==> src/rtl/cla_pkg.sv <==
// Shared definitions for the pipelined carry-lookahead adder/subtractor:
// operation encoding, group-count helper and parameter legality check.
package cla_pkg;

    localparam logic OP_ADD = 1'b0;
    localparam logic OP_SUB = 1'b1;

    localparam int WIDTH_MIN = 4;
    localparam int WIDTH_MAX = 64;
    localparam int GROUP_MIN = 2;
    localparam int GROUP_MAX = 8;

    // Number of lookahead groups, which is also the pipeline depth.
    function automatic int cla_ngroups(input int width, input int group);
        return width / group;
    endfunction

    // True when the width/group combination is one the pipeline supports.
    function automatic bit cla_params_ok(input int width, input int group);
        return (width >= WIDTH_MIN) && (width <= WIDTH_MAX) &&
               (group >= GROUP_MIN) && (group <= GROUP_MAX) &&
               ((width % group) == 0);
    endfunction

endpackage

==> src/rtl/cla_pipe_addsub_if.sv <==
// Operand/result handshake bundle for cla_pipe_addsub. The slave side is the
// adder itself; the master side is whoever feeds operands and drains results.
interface cla_pipe_addsub_if #(
    parameter int WIDTH = 16
);
    logic             in_valid;
    logic             in_ready;
    logic [WIDTH-1:0] in_A;
    logic [WIDTH-1:0] in_B;
    logic             c_in;
    logic             sub;

    logic             out_valid;
    logic             out_ready;
    logic [WIDTH-1:0] out;
    logic             c_out;
    logic             ovf;
    logic             zero;

    modport master (
        output in_valid, in_A, in_B, c_in, sub, out_ready,
        input  in_ready, out_valid, out, c_out, ovf, zero
    );

    modport slave (
        input  in_valid, in_A, in_B, c_in, sub, out_ready,
        output in_ready, out_valid, out, c_out, ovf, zero
    );

endinterface

==> src/rtl/cla_group.sv <==
// One carry-lookahead group: every internal carry is a flat sum of products
// of generate/propagate terms and the group carry-in, so the logic depth is
// fixed by GROUP and independent of where the group sits in the word.
module cla_group #(
    parameter int GROUP = 4
) (
    input  logic [GROUP-1:0] a,
    input  logic [GROUP-1:0] b,
    input  logic             cin,
    output logic [GROUP-1:0] sum,
    output logic             cout,
    output logic             c_msb
);

    logic [GROUP-1:0] p;
    logic [GROUP-1:0] g;
    logic [GROUP:0]   c;

    assign p = a ^ b;
    assign g = a & b;

    // c[i] = cin&p[0..i-1] | sum over j of g[j]&p[j+1..i-1]
    always_comb begin
        logic term;
        logic acc;
        term = 1'b0;
        acc  = 1'b0;
        c    = '0;
        c[0] = cin;
        for (int i = 1; i <= GROUP; i++) begin
            term = cin;
            for (int k = 0; k < i; k++) begin
                term = term & p[k];
            end
            acc = term;
            for (int j = 0; j < i; j++) begin
                term = g[j];
                for (int k = j + 1; k < i; k++) begin
                    term = term & p[k];
                end
                acc = acc | term;
            end
            c[i] = acc;
        end
    end

    assign sum   = p ^ c[GROUP-1:0];
    assign cout  = c[GROUP];
    assign c_msb = c[GROUP-1];

endmodule

==> src/rtl/cla_pipe_addsub.sv <==
// Pipelined carry-lookahead adder/subtractor. Stage k resolves lookahead
// group k-1; finished low sum bits and still-unused high operand bits ride
// forward in the stage registers so every result leaves fully aligned.
// A stalled output freezes the whole pipeline, bubbles included.
module cla_pipe_addsub
    import cla_pkg::*;
#(
    parameter int WIDTH = 16,
    parameter int GROUP = 4
) (
    input logic              CLK,
    input logic              CLR_,
    cla_pipe_addsub_if.slave bus
);

    localparam int NG = cla_ngroups(WIDTH, GROUP);

    if (!cla_params_ok(WIDTH, GROUP)) begin : g_param_check
        $error("cla_pipe_addsub: WIDTH must be 4..64, GROUP 2..8, WIDTH a multiple of GROUP");
    end

    // Stage registers, index k = stage that resolves group k-1.
    logic [WIDTH-1:0] a_p   [1:NG];
    logic [WIDTH-1:0] b_p   [1:NG];
    logic [WIDTH-1:0] sum_p [1:NG];
    logic             cy_p  [1:NG];
    logic             vld_p [1:NG];

    // Per-group combinational results and the sum as seen after each stage.
    logic [GROUP-1:0] grp_sum  [0:NG-1];
    logic             grp_cout [0:NG-1];
    logic             grp_cmsb [0:NG-1];
    logic [WIDTH-1:0] asm_sum  [1:NG];

    // Output register.
    logic [WIDTH-1:0] out_q;
    logic             c_out_q;
    logic             ovf_q;
    logic             zero_q;
    logic             out_vld_q;

    logic             stall;

    function automatic logic is_zero(input logic [WIDTH-1:0] v);
        return (v == '0);
    endfunction

    assign stall        = out_vld_q && !bus.out_ready;
    assign bus.in_ready = !stall;

    for (genvar gi = 0; gi < NG; gi++) begin : g_grp
        cla_group #(.GROUP(GROUP)) u_grp (
            .a     (a_p[gi+1][gi*GROUP +: GROUP]),
            .b     (b_p[gi+1][gi*GROUP +: GROUP]),
            .cin   (cy_p[gi+1]),
            .sum   (grp_sum[gi]),
            .cout  (grp_cout[gi]),
            .c_msb (grp_cmsb[gi])
        );
    end

    // Merge each stage's freshly computed group into the bits already done.
    always_comb begin
        for (int k = 1; k <= NG; k++) begin
            asm_sum[k] = sum_p[k];
            asm_sum[k][(k-1)*GROUP +: GROUP] = grp_sum[k-1];
        end
    end

    // Datapath stage registers: capture operands, then shift one group per clock.
    always_ff @(posedge CLK) begin
        if (!stall) begin
            a_p[1]   <= bus.in_A;
            b_p[1]   <= (bus.sub == OP_SUB) ? ~bus.in_B : bus.in_B;
            cy_p[1]  <= (bus.sub == OP_SUB) ? 1'b1 : bus.c_in;
            sum_p[1] <= '0;
            for (int k = 1; k < NG; k++) begin
                a_p[k+1]   <= a_p[k];
                b_p[k+1]   <= b_p[k];
                sum_p[k+1] <= asm_sum[k];
                cy_p[k+1]  <= grp_cout[k-1];
            end
        end
    end

    // Valid pipeline: cleared asynchronously, advances with bubbles unless stalled.
    always_ff @(posedge CLK or negedge CLR_) begin
        if (!CLR_) begin
            for (int k = 1; k <= NG; k++) begin
                vld_p[k] <= 1'b0;
            end
            out_vld_q <= 1'b0;
        end else if (!stall) begin
            vld_p[1] <= bus.in_valid;
            for (int k = 1; k < NG; k++) begin
                vld_p[k+1] <= vld_p[k];
            end
            out_vld_q <= vld_p[NG];
        end
    end

    // Output register: aligned sum, carry-out and flags from the last group.
    always_ff @(posedge CLK or negedge CLR_) begin
        if (!CLR_) begin
            out_q   <= '0;
            c_out_q <= 1'b0;
            ovf_q   <= 1'b0;
            zero_q  <= 1'b0;
        end else if (!stall) begin
            out_q   <= asm_sum[NG];
            c_out_q <= grp_cout[NG-1];
            ovf_q   <= grp_cmsb[NG-1] ^ grp_cout[NG-1];
            zero_q  <= is_zero(asm_sum[NG]);
        end
    end

    assign bus.out_valid = out_vld_q;
    assign bus.out       = out_q;
    assign bus.c_out     = c_out_q;
    assign bus.ovf       = ovf_q;
    assign bus.zero      = zero_q;

endmodule

==> src/flat_wrapper.sv <==
// flat-port wrapper written by rule: the top's interface ports become plain ports
module cla_pipe_addsub_flat import cla_pkg::*;
#(
    parameter int WIDTH = 16,
    parameter int GROUP = 4
)
  (CLK, CLR_, bus_in_valid, bus_in_A, bus_in_B, bus_c_in, bus_sub, bus_out_ready, bus_in_ready, bus_out_valid, bus_out, bus_c_out, bus_ovf, bus_zero);
  cla_pipe_addsub_if #(.WIDTH(WIDTH)) bus_i ();
  input logic CLK;
  input logic CLR_;
  input wire logic [$bits(bus_i.in_valid)-1:0] bus_in_valid;
  input wire logic [$bits(bus_i.in_A)-1:0] bus_in_A;
  input wire logic [$bits(bus_i.in_B)-1:0] bus_in_B;
  input wire logic [$bits(bus_i.c_in)-1:0] bus_c_in;
  input wire logic [$bits(bus_i.sub)-1:0] bus_sub;
  input wire logic [$bits(bus_i.out_ready)-1:0] bus_out_ready;
  output wire logic [$bits(bus_i.in_ready)-1:0] bus_in_ready;
  output wire logic [$bits(bus_i.out_valid)-1:0] bus_out_valid;
  output wire logic [$bits(bus_i.out)-1:0] bus_out;
  output wire logic [$bits(bus_i.c_out)-1:0] bus_c_out;
  output wire logic [$bits(bus_i.ovf)-1:0] bus_ovf;
  output wire logic [$bits(bus_i.zero)-1:0] bus_zero;
  assign bus_i.in_valid = bus_in_valid;
  assign bus_i.in_A = bus_in_A;
  assign bus_i.in_B = bus_in_B;
  assign bus_i.c_in = bus_c_in;
  assign bus_i.sub = bus_sub;
  assign bus_i.out_ready = bus_out_ready;
  assign bus_in_ready = bus_i.in_ready;
  assign bus_out_valid = bus_i.out_valid;
  assign bus_out = bus_i.out;
  assign bus_c_out = bus_i.c_out;
  assign bus_ovf = bus_i.ovf;
  assign bus_zero = bus_i.zero;
  cla_pipe_addsub #(.WIDTH(WIDTH), .GROUP(GROUP)) u_core (.CLK(CLK), .CLR_(CLR_), .bus(bus_i));
endmodule
==> config.mk <==
export PLATFORM = sky130hd
export DESIGN_NAME = cla_pipe_addsub_flat
export DESIGN_NICKNAME = d
export VERILOG_FILES = /design/src/rtl/cla_pkg.sv /design/src/rtl/cla_pipe_addsub_if.sv /design/src/rtl/cla_group.sv /design/src/rtl/cla_pipe_addsub.sv /design/src/flat_wrapper.sv
export SDC_FILE = /design/constraint.sdc
export NUM_CORES = 1
export LEC_CHECK = 0
export ABC_AREA = 0
export BUFFER_PORTS_ARGS = -buffer_cell sky130_fd_sc_hd__buf_2
export CAP_MARGIN = 20
export CORE_ASPECT_RATIO = 0.9
export CORE_MARGIN = 1.5
export CORE_UTILIZATION = 52
export CTS_CLUSTER_SIZE = 30
export DETAILED_ROUTE_END_ITERATION = 16
export PLACE_DENSITY = 0.74
export SLEW_MARGIN = 20
export SYNTH_ARGS = -nofsm -noshare
export SYNTH_HDL_FRONTEND = slang
export SYNTH_HIERARCHICAL = 1
export SYNTH_SLANG_ARGS = --single-unit
==> constraint.sdc <==
create_clock -name CLK -period 3.75 [get_ports CLK]
set_input_delay 0.75 -clock CLK [delete_from_list [all_inputs] [get_ports CLK]]
set_output_delay 0.75 -clock CLK [all_outputs]
set_load 0.02 [all_outputs]
# Word level (Yosys, flattened, before mapping)
# Memory sizes are Yosys's and may differ from the RTL's.
# Cells that the tools add are included.
[classes]
muxes = 3
bitwise = 94
n_reduce_logical = 4
[op_table]
columns = ["op", "count"]
rows = [
  ["bitwise AND 1 bit", 40],
  ["bitwise OR 1 bit", 40],
  ["XOR 4 bit", 8],
  ["bitwise AND 4 bit", 4],
  ["logical NOT 16 bit", 1],
  ["2-to-1 mux 16 bit", 1],
  ["inverter 16 bit", 1],
  ["logical NOT 1 bit", 2],
  ["2-to-1 mux 1 bit", 2],
  ["logical AND 1 bit", 1],
  ["XOR 1 bit", 1],
]
[totals]
reg_bits = 24
ram_bits = 196
word_cells = 114
n_memories = 4
[memory_table]
columns = ["name", "depth", "width", "rd", "rd_ports_with_merged_regs", "write_ports", "line_no", "text"]
rows = [
  ["u_core.a_p", 4, 16, 4, 0, 4, "cla_pipe_addsub.sv:23", "logic [WIDTH-1:0] a_p [1:NG];"],
  ["u_core.b_p", 4, 16, 4, 0, 4, "cla_pipe_addsub.sv:24", "logic [WIDTH-1:0] b_p [1:NG];"],
  ["u_core.sum_p", 4, 16, 4, 0, 4, "cla_pipe_addsub.sv:25", "logic [WIDTH-1:0] sum_p [1:NG];"],
  ["u_core.cy_p", 4, 1, 4, 0, 4, "cla_pipe_addsub.sv:26", "logic cy_p [1:NG];"],
]

# Longest topological paths before layout
# Gate-level depths: netlist (run 1).
[logic_depth]
word_depth = 10
mapped_depth = 8
depth_no_buf = 8

# Hierarchy
# Netlist (run 1), hierarchy kept.
[modules_own_cells]
columns = ["module", "n_inst", "cells_per_inst", "area_each_um2"]
rows = [
  ["cla_pipe_addsub", 1, 188, 4415.5],
  ["cla_group (u_core.g_grp[0].u_grp ...)", 2, 15, 162.7],
  ["cla_group (u_core.g_grp[3].u_grp)", 1, 19, 161.4],
  ["cla_group (u_core.g_grp[2].u_grp)", 1, 15, 146.4],
]

# Worst setup path before layout (run 1)
# No wires, ideal clock.
[synth_timing]
path_kind = "in2out"
from = "input port bus_out_ready"
to = "output port bus_in_ready"
arrival_time_ps = 3252
slack_ps = -252
path_stages = 4
n_path_buf = 2
path_cell_list = "nor2b_4 buf_6 buf_6 inv_1"
[synth_via]
elab_chain_cells = 3
[synth_rtl]
columns = ["item", "line_no", "text"]
rows = [
  ["start, declared", "flat_wrapper.sv:16", "input wire logic [$bits(bus_i.out_ready)-1:0] bus_out_ready;"],
  ["logical NOT 1 bit", "cla_pipe_addsub.sv:48", "assign stall = out_vld_q && !bus.out_ready;"],
  ["logical AND 1 bit", "cla_pipe_addsub.sv:48", ""],
  ["logical NOT 1 bit", "cla_pipe_addsub.sv:49", "assign bus.in_ready = !stall;"],
  ["end, declared", "flat_wrapper.sv:17", "output wire logic [$bits(bus_i.in_ready)-1:0] bus_in_ready;"],
]
# No other way between the ends.

# Worst setup path in the final report (run 1)
[layout_timing]
from = "register u_core.out_vld_q (netlist: u_core/bus.out_valid)"
to = "output port bus_in_ready"
[layout_via]
elab_chain_cells = 2
[layout_rtl]
columns = ["item", "line_no", "text"]
rows = [
  ["start, declared", "cla_pipe_addsub.sv:40", "logic out_vld_q;"],
  ["start signal, assigned", "cla_pipe_addsub.sv:98", "out_vld_q <= vld_p[NG];"],
  ["logical AND 1 bit", "cla_pipe_addsub.sv:48", ""],
  ["logical NOT 1 bit", "cla_pipe_addsub.sv:49", ""],
]
# No other way between the ends.

==> qor.yml, run 1 <==
cts:
  htreeDepth: 4
  numClockSinks: 132
  cts_made_buffers: 17
  postCtsResizedCells: 0
  path_clk_slew_ns: 0.06
  clock_latency_ns: 0.51
  cts_root_buf: "clkbuf_8"
  post_cts_buffers: 0
  hold_buffers: 0
  cts_tree: "done"
  clk_path_buf_depth: 2
timing:
  report.final.hold_viol_count: 0
  maxSlewHeadroom: 0.5646
  fin_crit_ns: 2.546
  period_share: 0.6789
  finClkSkew_ns: 0.007534
  hold_slack_ns: 0.2058
  grt_setup_unrepaired: "false"
  maxSlewViolCount: 0
  tns_ns: 0
  setup_viol: 0
  worst_slew_pin_slew_ns: 0.6531
  max_freq_mhz: 392.8
yosys:
  netlist_area_mm2: 0.005049
  synth_cell_types: 28
  synthCells: 252
  syn-num-nets: 314
  yosys_warnings: 6
  ys_seq_elements: 132
  ys_seq_area_frac: 0.7613
  avgSynthCellArea_um2: 20.03
worst_setup_path:
  cp_top_family: "buffers and inverters"
  arrival_ns: 1.80
  path_cells: "nor2b_4, clkinvlp_4, buf_2"
  critPathBufInv: 2
  worst_path_max_delay_cell: "clkinvlp_4"
  slowest_delay_ns: 0.43
  cp.required_ns: 3.00
  setup.worst_path.class: "flip-flop to output pin"
  crit_path_start: "u_core/bus.out_valid$_DFFE_PN0N_"
  cp-start-kind: "flip-flop"
  cp_max_fo: 21
  reg2reg_from: "u_core/a_p[0][60]$_DFFE_PN_"
  critPathCaptureType: "output pin"
routing:
  viasPerCell: 4.710
  drc: 0
  routed_wl_um: 6324
  vias: 2176
  wl_per_cell_um: 13.69
  first_pass_iters: 4
  drt_iter0_markers: 70
  ant_nets: 0
floorplan:
  ios: 59
  core_area_mm2: 0.009290
  start_util: 0.5434
  die_height_um: 96.48
  dieArea_mm2: 0.01031
  rows: 33
  die_x_um: 106.9
finish:
  antenna_cells: 0
  layout.nets: 389
  post-route-util: 0.6481
  drive_gt1_frac: 0.3765
  finish.instance_area_mm2: 0.006021
  syn_to_final_growth_pct: 19.26
placement:
  dpl_cell_area_mm2: 0.005463
  numPortBuffers: 58
  gp_congestion: 0.6693
pwr:
  total_leakage_power_uw: 0.002439
  switchingPower_uw: 1501
  p_int_uw: 3734
  swShare: 0.2867
  cellPowerDensity_mw_per_mm2: 869.3
  ir_drop_mv: 0.3922
  power_frac_seq: 0.474
  power_frac_comb: 0.236
  power_uw: 5234
  pwr-share-clk: 0.290
global_routing:
  first_global_vias: 2116
  grt_use_total: 0.1422
  grt_pass1_wl_um: 10460
  grt_max_degree: 57
  grt_remaining_overflow: 0
  antenna_found_initial: 0
outcome:
  status: "completed"
min_path:
  hp-class: "input pin to async pin"
job:
  cap_viol_max_count: 0
## worst reg2reg max path: stages, from the launching register on
cell,delay [ns]
edfxtp_1,0.39
ha_1,0.31
ha_1,0.19
o211ai_1,0.20
nand2_2,0.10
xor2_1,0.17
nor4_1,0.17
nand4_1,0.11
o21ai_0,0.15
## logic make-up (layout without fill, tap and decap cells)
logic type / Yosys count / count (layout) / synth area share
AND/OR/NAND/NOR: 18 / 18 / 0.02082
buffers and inverters: 10 / 98 / 0.01462
adder cells (fa/ha/maj): 24 / 24 / 0.06543
multiplexers: 21 / 21 / 0.05725
flip-flops: 132 / 132 / 0.7613
XOR/XNOR: 29 / 29 / 0.05328
AO/OA/AOI/OAI: 18 / 18 / 0.02726
## cells in the mapped netlist
| cell type | n | area [um2] |
|---|---|---|
| a21oi_1 | 2 | 10.01 |
| nor2_1 | 4 | 15.01 |
| nor4_1 | 4 | 25.02 |
| mux2_2 | 7 | 78.83 |
| xnor2_1 | 6 | 52.55 |
| inv_1 | 5 | 18.77 |
| o21ai_0 | 2 | 10.01 |
| o211ai_1 | 2 | 15.01 |
| nor2b_4 | 1 | 13.76 |
| nand2_2 | 4 | 25.02 |
| ha_1 | 20 | 250.2 |
| nand2_1 | 2 | 7.510 |
| a21oi_2 | 2 | 17.52 |
| fa_1 | 4 | 80.08 |
| nand4_1 | 1 | 6.260 |
| edfxtp_1 | 108 | 3243 |
| o211ai_2 | 2 | 25.02 |
| dfrtp_1 | 24 | 600.6 |
| buf_4 | 1 | 7.510 |
| o21a_1 | 4 | 30.03 |
| or2_2 | 2 | 12.51 |
| buf_6 | 2 | 22.52 |
| xor2_2 | 2 | 32.53 |
| mux2_4 | 14 | 210.2 |
| xor2_1 | 21 | 183.9 |
| buf_2 | 1 | 5.000 |
| a21o_1 | 4 | 30.03 |
| buf_12 | 1 | 20.02 |
## state kept, by name, indices dropped and copies added, names as in the netlist
signal	count
u_core/a_p	40
u_core/b_p	40
u_core/bus.c_out	1
u_core/bus.out	16
u_core/bus.out_valid	1
u_core/bus.ovf	1
u_core/bus.zero	1
u_core/cy_p	4
u_core/sum_p	24
u_core/vld_p	4
## worst paths after layout
path | endpoint | slack (ns) | depth (start not counted)
setup / recovery | bus_in_ready | 1.20 | 3
hold / removal | u_core/bus.out[7]$_DFFE_PN0N_ | 0.21 | 1
setup reg to reg | u_core/bus.zero$_DFFE_PN0N_ | 1.87 | 8
hold reg to reg | u_core/sum_p[0][36]$_DFFE_PN_ | 0.42 | 0
max in group asynchronous | u_core/bus.out[9]$_DFFE_PN0N_ | 3.20 | 1
min in group CLK | u_core/a_p[0][8]$_DFFE_PN_ | 0.41 | 1
## metrics by stage
stage | cells | worst slack, ns
detailed placement | 430 | 1.184
CTS | 462 | 1.110
global route | 462 | 1.084
finish | 462 | 1.204
global placement | 430 | 1.216
floorplan | 252 | 0.5549
## cells in the final DEF (no fill, tap or decap), types with 3 or more instances in the layout
cell	instances
nand2_2	4
nor4_1	4
dfrtp_1	24
clkbuf_16	16
nor2_1	4
o21a_1	4
xnor2_1	6
xor2_1	21
a21o_1	4
clkinvlp_4	3
mux2_4	14
buf_2	58
buf_4	3
inv_6	5
fa_1	4
edfxtp_1	108
inv_1	4
ha_1	20
mux2_2	7
clkinv_2	3
## area by class of cell
type | instances | area (um2)
clock inverter | 15 | 143.9
multi-input combinational | 110 | 1131
timing repair buffer | 61 | 312.8
fill | 632 | 3269
sequential | 132 | 3844
clock buffer | 17 | 414.1
tap | 122 | 152.6
inverter | 5 | 22.52
## per-layer routing
metal	up-vias	routed length, um	track usage
li1	1095	-	-
met1	1006	2926	0.1769
met2	66	2944	0.2185
met3	9	358	0.06036
met4	0	94	0.06667
met5	-	0	0
## power by group through the flow
| stage | sequential [uW] | combinational [uW] | clock [uW] |
|---|---|---|---|
| CTS | 2490 | 1260 | 1550 |
| floorplan | 2590 | 834 | 0 |
| detailed placement | 2520 | 1240 | 0 |
| global placement | 2490 | 1210 | 0 |
| finish | 2480 | 1230 | 1520 |
| global route | 2540 | 1360 | 1630 |
No activity file was read; power rests on OpenSTA's default activity.
==> inputs of run 2 (changes only) <==
Clock period 3.75 ns to 2.24 ns, I/O delays scaled along.
==> qor.yml, run 2 (synthesis gave the netlist of run 1 again) <==
outcome:
  status: "completed"  # unchanged
global_routing:
  grt_remaining_overflow: 0  # unchanged
  antenna_found_initial: 0  # unchanged
  grt_pass1_wl_um: 9887  # was 10460 um
  grt_max_degree: 79  # was 57
  first_global_vias: 2174  # was 2116
  grt_use_total: 0.1322  # was 0.1422
placement:
  dp_hpwl_um: 3840
  gp_congestion: 0.7189  # was 0.6693
  numPortBuffers: 58  # unchanged
  preCtsSetupSlack_ns: 0.3724  # was 1.184 ns
  dp.cells: 432  # was 430
cts:
  path_clk_slew_ns: 0.06  # about the same
  numClockSinks: 132  # unchanged
  cts_tree: "done"  # unchanged
  clk_path_buf_depth: 2  # unchanged
  cts_root_buf: "clkbuf_8"  # unchanged
  hold_buffers: 1  # was 0
  post_cts_buffers: 0  # unchanged
  postCtsResizedCells: 0  # unchanged
  htreeDepth: 4  # unchanged
  clock_latency_ns: 0.51  # about the same
  cts_made_buffers: 17  # unchanged
timing:
  worst_slew_pin_slew_ns: 0.5140  # was 0.6531 ns
  setup_ws_ns: 0.3563  # was 1.204 ns
  maxSlewHeadroom: 0.6573  # was 0.5646
  fin_crit_ns: 1.884
  tns_ns: 0  # unchanged
  report.final.hold_viol_count: 0  # unchanged
  maxSlewViolCount: 0  # unchanged
  finClkSkew_ns: 0.007006  # was 0.007534 ns
  max_freq_mhz: 530.9
  period_share: 0.8409
  setup_viol: 0  # unchanged
  grt_setup_unrepaired: "false"  # unchanged
pwr:
  cellPowerDensity_mw_per_mm2: 1436  # was 869.3 mW/mm2
  ir_drop_mv: 0.9814  # was 0.3922 mV
  total_leakage_power_uw: 0.002446  # was 0.002439 uW
worst_setup_path:
  ff2ff_path_depth: 8  # unchanged
  cp.required_ns: 1.79  # was 3.00 ns
  cp_max_fo: 4  # was 21
  worst_path_max_delay_cell: "dfrtp_2"  # was clkinvlp_4
  slowest_delay_ns: 0.35  # was 0.43 ns
  arrival_ns: 1.44  # was 1.80 ns
  critPathBufInv: 2  # unchanged
  cp.depth: 3  # unchanged
  path_cells: "nor2b_4, clkinvlp_4, buf_2"  # unchanged
  cp_top_family: "buffers and inverters"  # unchanged
  r2r_setup_slack_ns: 0.40  # was 1.87 ns
  setup.worst_path.class: "flip-flop to output pin"  # unchanged
  critPathCaptureType: "output pin"  # unchanged
  cp-start-kind: "flip-flop"  # unchanged
routing:
  viasPerCell: 4.673  # was 4.710
  routed_wl_um: 5935  # was 6324 um
  ant_nets: 0  # unchanged
  first_pass_iters: 4  # unchanged
  wl_per_cell_um: 12.76  # was 13.69 um
  vias: 2173  # was 2176
  drt_iter0_markers: 126  # was 70
  drc: 0  # unchanged
floorplan:
  dieArea_mm2: 0.01031  # unchanged
  ios: 59  # unchanged
  rows: 33  # unchanged
  start_util: 0.5434  # unchanged
  die_height_um: 96.48  # unchanged
  core_area_mm2: 0.009290  # unchanged
  die_x_um: 106.9  # unchanged
finish:
  layout_common_cells: "108 x edfxtp_1, 58 x buf_2, 23 x dfrtp_1"  # was 108 x edfxtp_1, 58 x buf_2, 24 x dfrtp_1
  layout.nets: 392  # was 389
  syn_to_final_growth_pct: 19.83  # was 19.26%
  top_regs: "u_core/a_p (40), u_core/b_p (40), u_core/sum_p (24)"  # unchanged
  drive_gt1_frac: 0.3761  # was 0.3765
  antenna_cells: 0  # unchanged
  layoutNonFillerInstCount: 465  # was 462
  final_common_cell: "edfxtp_1"  # unchanged
min_path:
  min_delay_path_depth: 1
  hp-class: "input pin to flip-flop"  # was input pin to async pin
job:
  cap_viol_max_count: 0  # unchanged
run 2: per-layer routing:
metal | share of wire | wire length, um | global-route usage | up-vias
li1 | - | - | - | 1102
met1 | 0.48 | 2845 | 0.1597 | 1004
met2 | 0.45 | 2694 | 0.2046 | 57
met3 | 0.053 | 316 | 0.05634 | 10
met4 | 0.013 | 78 | 0.07000 | 0
met5 | 0 | 0 | 0 | -
run 2: path summary, 6_finish.rpt:
check	to	from
max	bus_in_ready	u_core/bus.out_valid$_DFFE_PN0N_
max in group asynchronous	u_core/bus.out_valid$_DFFE_PN0N_	CLR_
min in group asynchronous	u_core/bus.out[0]$_DFFE_PN0N_	CLR_
max reg2reg	u_core/bus.zero$_DFFE_PN0N_	u_core/a_p[0][60]$_DFFE_PN_
min reg2reg	u_core/b_p[0][45]$_DFFE_PN_	u_core/b_p[0][29]$_DFFE_PN_
min	u_core/a_p[0][1]$_DFFE_PN_	bus_in_A[1]
run 2: layout make-up:
type                            instances  area, um2
Sequential cell                       132       3845
Fill cell                             641       3241
Multi-Input combinational cell        110       1131
Clock buffer                           18      417.9
Timing Repair Buffer                   64      350.3
Tap cell                              122      152.6
Clock inverter                         14      130.1
Inverter                                5      22.52
run 2: metrics by stage:
| step | hold WS, ns | power (uW) | utilization | cell area [um2] |
|---|---|---|---|---|
| final | 0.1124 | 8687 | 0.6512 | 6050 |
| after global routing | 0.07909 | 9198 | 0.6512 | 6050 |
| after CTS | 0.08792 | 8804 | 0.6512 | 6050 |
| after detailed placement | 0.4045 | 6281 | 0.5911 | 5492 |
| after global placement | 0.4016 | 6205 | 0.5911 | 5492 |
| after floorplan | 0.1524 | 5737 | - | 5057 |
run 2: where the power goes:
part | internal [uW] | switching [uW] | total [uW]
Combinational | 971 | 1090 | 2060
Clock | 1480 | 1000 | 2490
Sequential | 3800 | 340 | 4140
Total | 6250 | 2430 | 8690
run 2: worst register-to-register path: stages (launching register included):
cell and delay, ns:
edfxtp_1 0.39, ha_1 0.31, ha_1 0.19, o211ai_1 0.20, nand2_2 0.10, xor2_1 0.16
nor4_1 0.16, nand4_1 0.11, o21ai_0 0.14
==> inputs of run 3 (changes only) <==
Settings changed: ABC_AREA 0 to 1, CORE_UTILIZATION 52 to 55, PLACE_DENSITY 0.74 to 0.75.
Clock period 2.24 ns to 1.8 ns, I/O delays scaled along.
==> qor.yml, run 3 <==
worst_setup_path:
  ff2ff_path_depth: 10  # was 8
  cp.required_ns: 1.44  # was 1.79 ns
  setup.worst_path.class: "flip-flop to output pin"  # unchanged
  reg2reg_from: "u_core/a_p[0][60]$_DFFE_PN_"  # unchanged
  crit_end: "bus_in_ready"  # unchanged
  slowest_delay_ns: 0.43  # was 0.35 ns
  critPathCaptureType: "output pin"  # unchanged
  crit_path_start: "u_core/bus.out_valid$_DFFE_PN0N_"  # unchanged
  arrival_ns: 1.36  # was 1.44 ns
  cp-start-kind: "flip-flop"  # unchanged
  cp_max_fo: 19  # was 4
  worst_path_max_delay_cell: "dfrtp_1"  # was dfrtp_2
  r2r-end: "u_core/bus.zero$_DFFE_PN0N_"  # unchanged
  path_cells: "nand2_8, buf_2"  # was nor2b_4, clkinvlp_4, buf_2
  r2r_setup_slack_ns: 0.10  # was 0.40 ns
min_path:
  min_delay_path_depth: 1  # unchanged
  hp-class: "input pin to flip-flop"  # unchanged
cts:
  clock_latency_ns: 0.51  # about the same
  cts_root_buf: "clkbuf_8"  # unchanged
  cts_tree: "done"  # unchanged
  clk_path_buf_depth: 2  # unchanged
  path_clk_slew_ns: 0.06  # about the same
  htreeDepth: 4  # unchanged
  numClockSinks: 132  # unchanged
  cts_made_buffers: 17  # unchanged
global_routing:
  first_global_vias: 2576  # was 2174
  grt_max_degree: 55  # was 79
  grt_pass1_wl_um: 11650  # was 9887 um
  grt_use_total: 0.1572  # was 0.1322
  antenna_found_initial: 0  # unchanged
  grt_remaining_overflow: 0  # unchanged
placement:
  numPortBuffers: 58  # unchanged
  dpl_cell_area_mm2: 0.005602  # was 0.005492 mm2
  gp_congestion: 0.7671  # was 0.7189
  dp_hpwl_um: 4571  # was 3840 um
yosys:
  synthTopCellsByCount: "108 x edfxtp_1, 85 x nand2_1, 29 x inv_1"  # was 108 x edfxtp_1, 24 x dfrtp_1, 21 x xor2_1
  synth_most_common_cell: "edfxtp_1"  # unchanged
  avgSynthCellArea_um2: 15.01  # was 20.03 um2
  syn-num-nets: 406  # was 314
  synth_top_area_share: 0.6279  # was 0.6424
  netlist_area_mm2: 0.005165  # was 0.005049 mm2
  ys_seq_elements: 132  # unchanged
  synth_edf_count: 108  # unchanged
  ys_seq_area_frac: 0.7442  # was 0.7613
  async_flop_share: 0.1818  # unchanged
  synth_cell_types: 22  # was 28
  ys.flop_type: "edfxtp_1"  # unchanged
  yosysTopAreaCell: "edfxtp_1"  # unchanged
  yosys_warnings: 6  # unchanged
  synthTopCellsByArea: "edfxtp_1 63%, dfrtp_1 12%, nand2_1 6.2%"  # was edfxtp_1 64%, dfrtp_1 12%, ha_1 5.0%
  synthCells: 344  # was 252
routing:
  met3_length_um: 390  # was 316 um
  viasPerCell: 4.811  # was 4.673
  m1WireLength_um: 3115  # was 2845 um
  drc: 0  # unchanged
  dr_wl_met2_um: 3413  # was 2694 um
  ant_nets: 0  # unchanged
  vias: 2675  # was 2173
  top_layer_used: "met4"  # unchanged
  routed_wl_um: 7085  # was 5935 um
  wl_per_cell_um: 12.74  # was 12.76 um
  drt_iter0_markers: 101  # was 126
  first_pass_iters: 4  # unchanged
floorplan:
  die_height_um: 94.94  # was 96.48 um
  dieArea_mm2: 0.009982  # was 0.01031 mm2
  die_x_um: 105.2  # was 106.9 um
  ios: 59  # unchanged
  rows: 33  # unchanged
  start_util: 0.5660  # was 0.5434
  core_area_mm2: 0.009125  # was 0.009290 mm2
pwr:
  ir_drop_mv: 0.9890  # was 0.9814 mV
  total_leakage_power_uw: 0.002693  # was 0.002446 uW
  cellPowerDensity_mw_per_mm2: 1878  # was 1436 mW/mm2
  power_uw: 11720  # was 8687 uW
timing:
  report.final.hold_viol_count: 0  # unchanged
  tns_ns: 0  # unchanged
  worst_slew_pin_slew_ns: 0.5029  # was 0.5140 ns
  fin_crit_ns: 1.715
  maxSlewHeadroom: 0.6647  # was 0.6573
  finClkSkew_ns: 0.007118  # was 0.007006 ns
  setup_viol: 0  # unchanged
  max_freq_mhz: 583.0
  maxSlewViolCount: 0  # unchanged
  period_share: 0.9530
  hold_slack_ns: 0.02641  # was 0.1124 ns
outcome:
  status: "completed"  # unchanged
finish:
  antenna_cells: 0  # unchanged
  syn_to_final_growth_pct: 20.78  # was 19.83%
  layout.nets: 484  # was 392
  finish.instance_area_mm2: 0.006238  # was 0.006050 mm2
  top_regs: "u_core/a_p (40), u_core/b_p (40), u_core/sum_p (24)"  # unchanged
  final_common_cell: "edfxtp_1"  # unchanged
  nFillCells: 614  # was 641
  drive_gt1_frac: 0.2396  # was 0.3761
  post-route-util: 0.6837  # was 0.6512
  layout_common_cells: "108 x edfxtp_1, 85 x nand2_1, 58 x buf_2"  # was 108 x edfxtp_1, 58 x buf_2, 23 x dfrtp_1
job:
  cap_viol_max_count: 0  # unchanged
[run 3: cell count changes after synthesis, sizes merged, moves of 7 or more]
| cell | delta |
|---|---|
| nand2 | +81 |
| nand3 | +17 |
| inv | +25 |
| mux2 | -21 |
| o21ai | +7 |
[run 3: worst min-delay path by stage]
stage                             from                              to  slack, ns
after global routing       bus_in_A[5]      u_core/a_p[0][5]$_DFFE_PN_      0.002
after global placement            CLR_   u_core/bus.out[8]$_DFFE_PN0N_       0.34
after detailed placement          CLR_  u_core/bus.out[15]$_DFFE_PN0N_       0.36
after floorplan                   CLR_    u_core/bus.c_out$_DFFE_PN0N_       0.06
final                      bus_in_A[3]      u_core/a_p[0][3]$_DFFE_PN_       0.03
after CTS                 bus_in_A[10]     u_core/a_p[0][10]$_DFFE_PN_      0.003
[run 3: routing by layer]
metal,vias to the layer above,global-route usage
li1,1332,-
met1,1245,0.1900
met2,86,0.2505
met3,12,0.05728
met4,0,0.08333
met5,-,0
[run 3: final cells by class]
| type | instances | area, um2 | share of cell area |
|---|---|---|---|
| clock inverters | 10 | 181.4 | 0.02908 |
| flip-flops and latches | 132 | 3844 | 0.6161 |
| clock buffers | 21 | 429.2 | 0.06879 |
| inverters | 30 | 115.1 | 0.01845 |
| well taps | 122 | 152.6 | 0.02447 |
| multi-input cells | 176 | 1146 | 0.1837 |
| repair buffers | 65 | 370.4 | 0.05937 |
[run 3: cells by family after synthesis]
kind of cell             count (synthesis)  share of synthesized area
AO/OA/AOI/OAI                           10                    0.01017
XOR/XNOR                                25                    0.04239
adder cells (fa/ha/maj)                 24                    0.06395
buffers and inverters                   36                    0.03561
flip-flops                             132                     0.7442
AND/OR/NAND/NOR                        117                     0.1037
[run 3: power breakdown]
| part | internal [uW] | switching, uW |
|---|---|---|
| clock | 2370 | 1140 |
| sequential | 4820 | 442 |
| combinational | 1080 | 1860 |
| total | 8280 | 3440 |
[run 3: repair_timing]
action                                  4_1_cts  5_1_grt
resized for setup                             1        0
pin swaps                                     0        1
endpoints found under the hold margin        24        0
hold buffers                                  1        0
endpoints found under the setup margin        1        1
buffers inserted                              0        1
[run 3: worst max-delay path, delay by kind of cell (launching register included)]
| kind | cells | cell delay [ns] |
|---|---|---|
| DFF | 1 | 0.43 |
| buffers and inverters | 1 | 0.20 |
| and+or+nand+nor | 1 | 0.20 |
[run 3: stage by stage]
step                setup slack [ns]  instances
floorplan                     0.1883        344
global placement              0.1888        523
detailed placement            0.1454        523
CTS                          0.04570        555
global route                -0.01899        556
finish                       0.08459        556
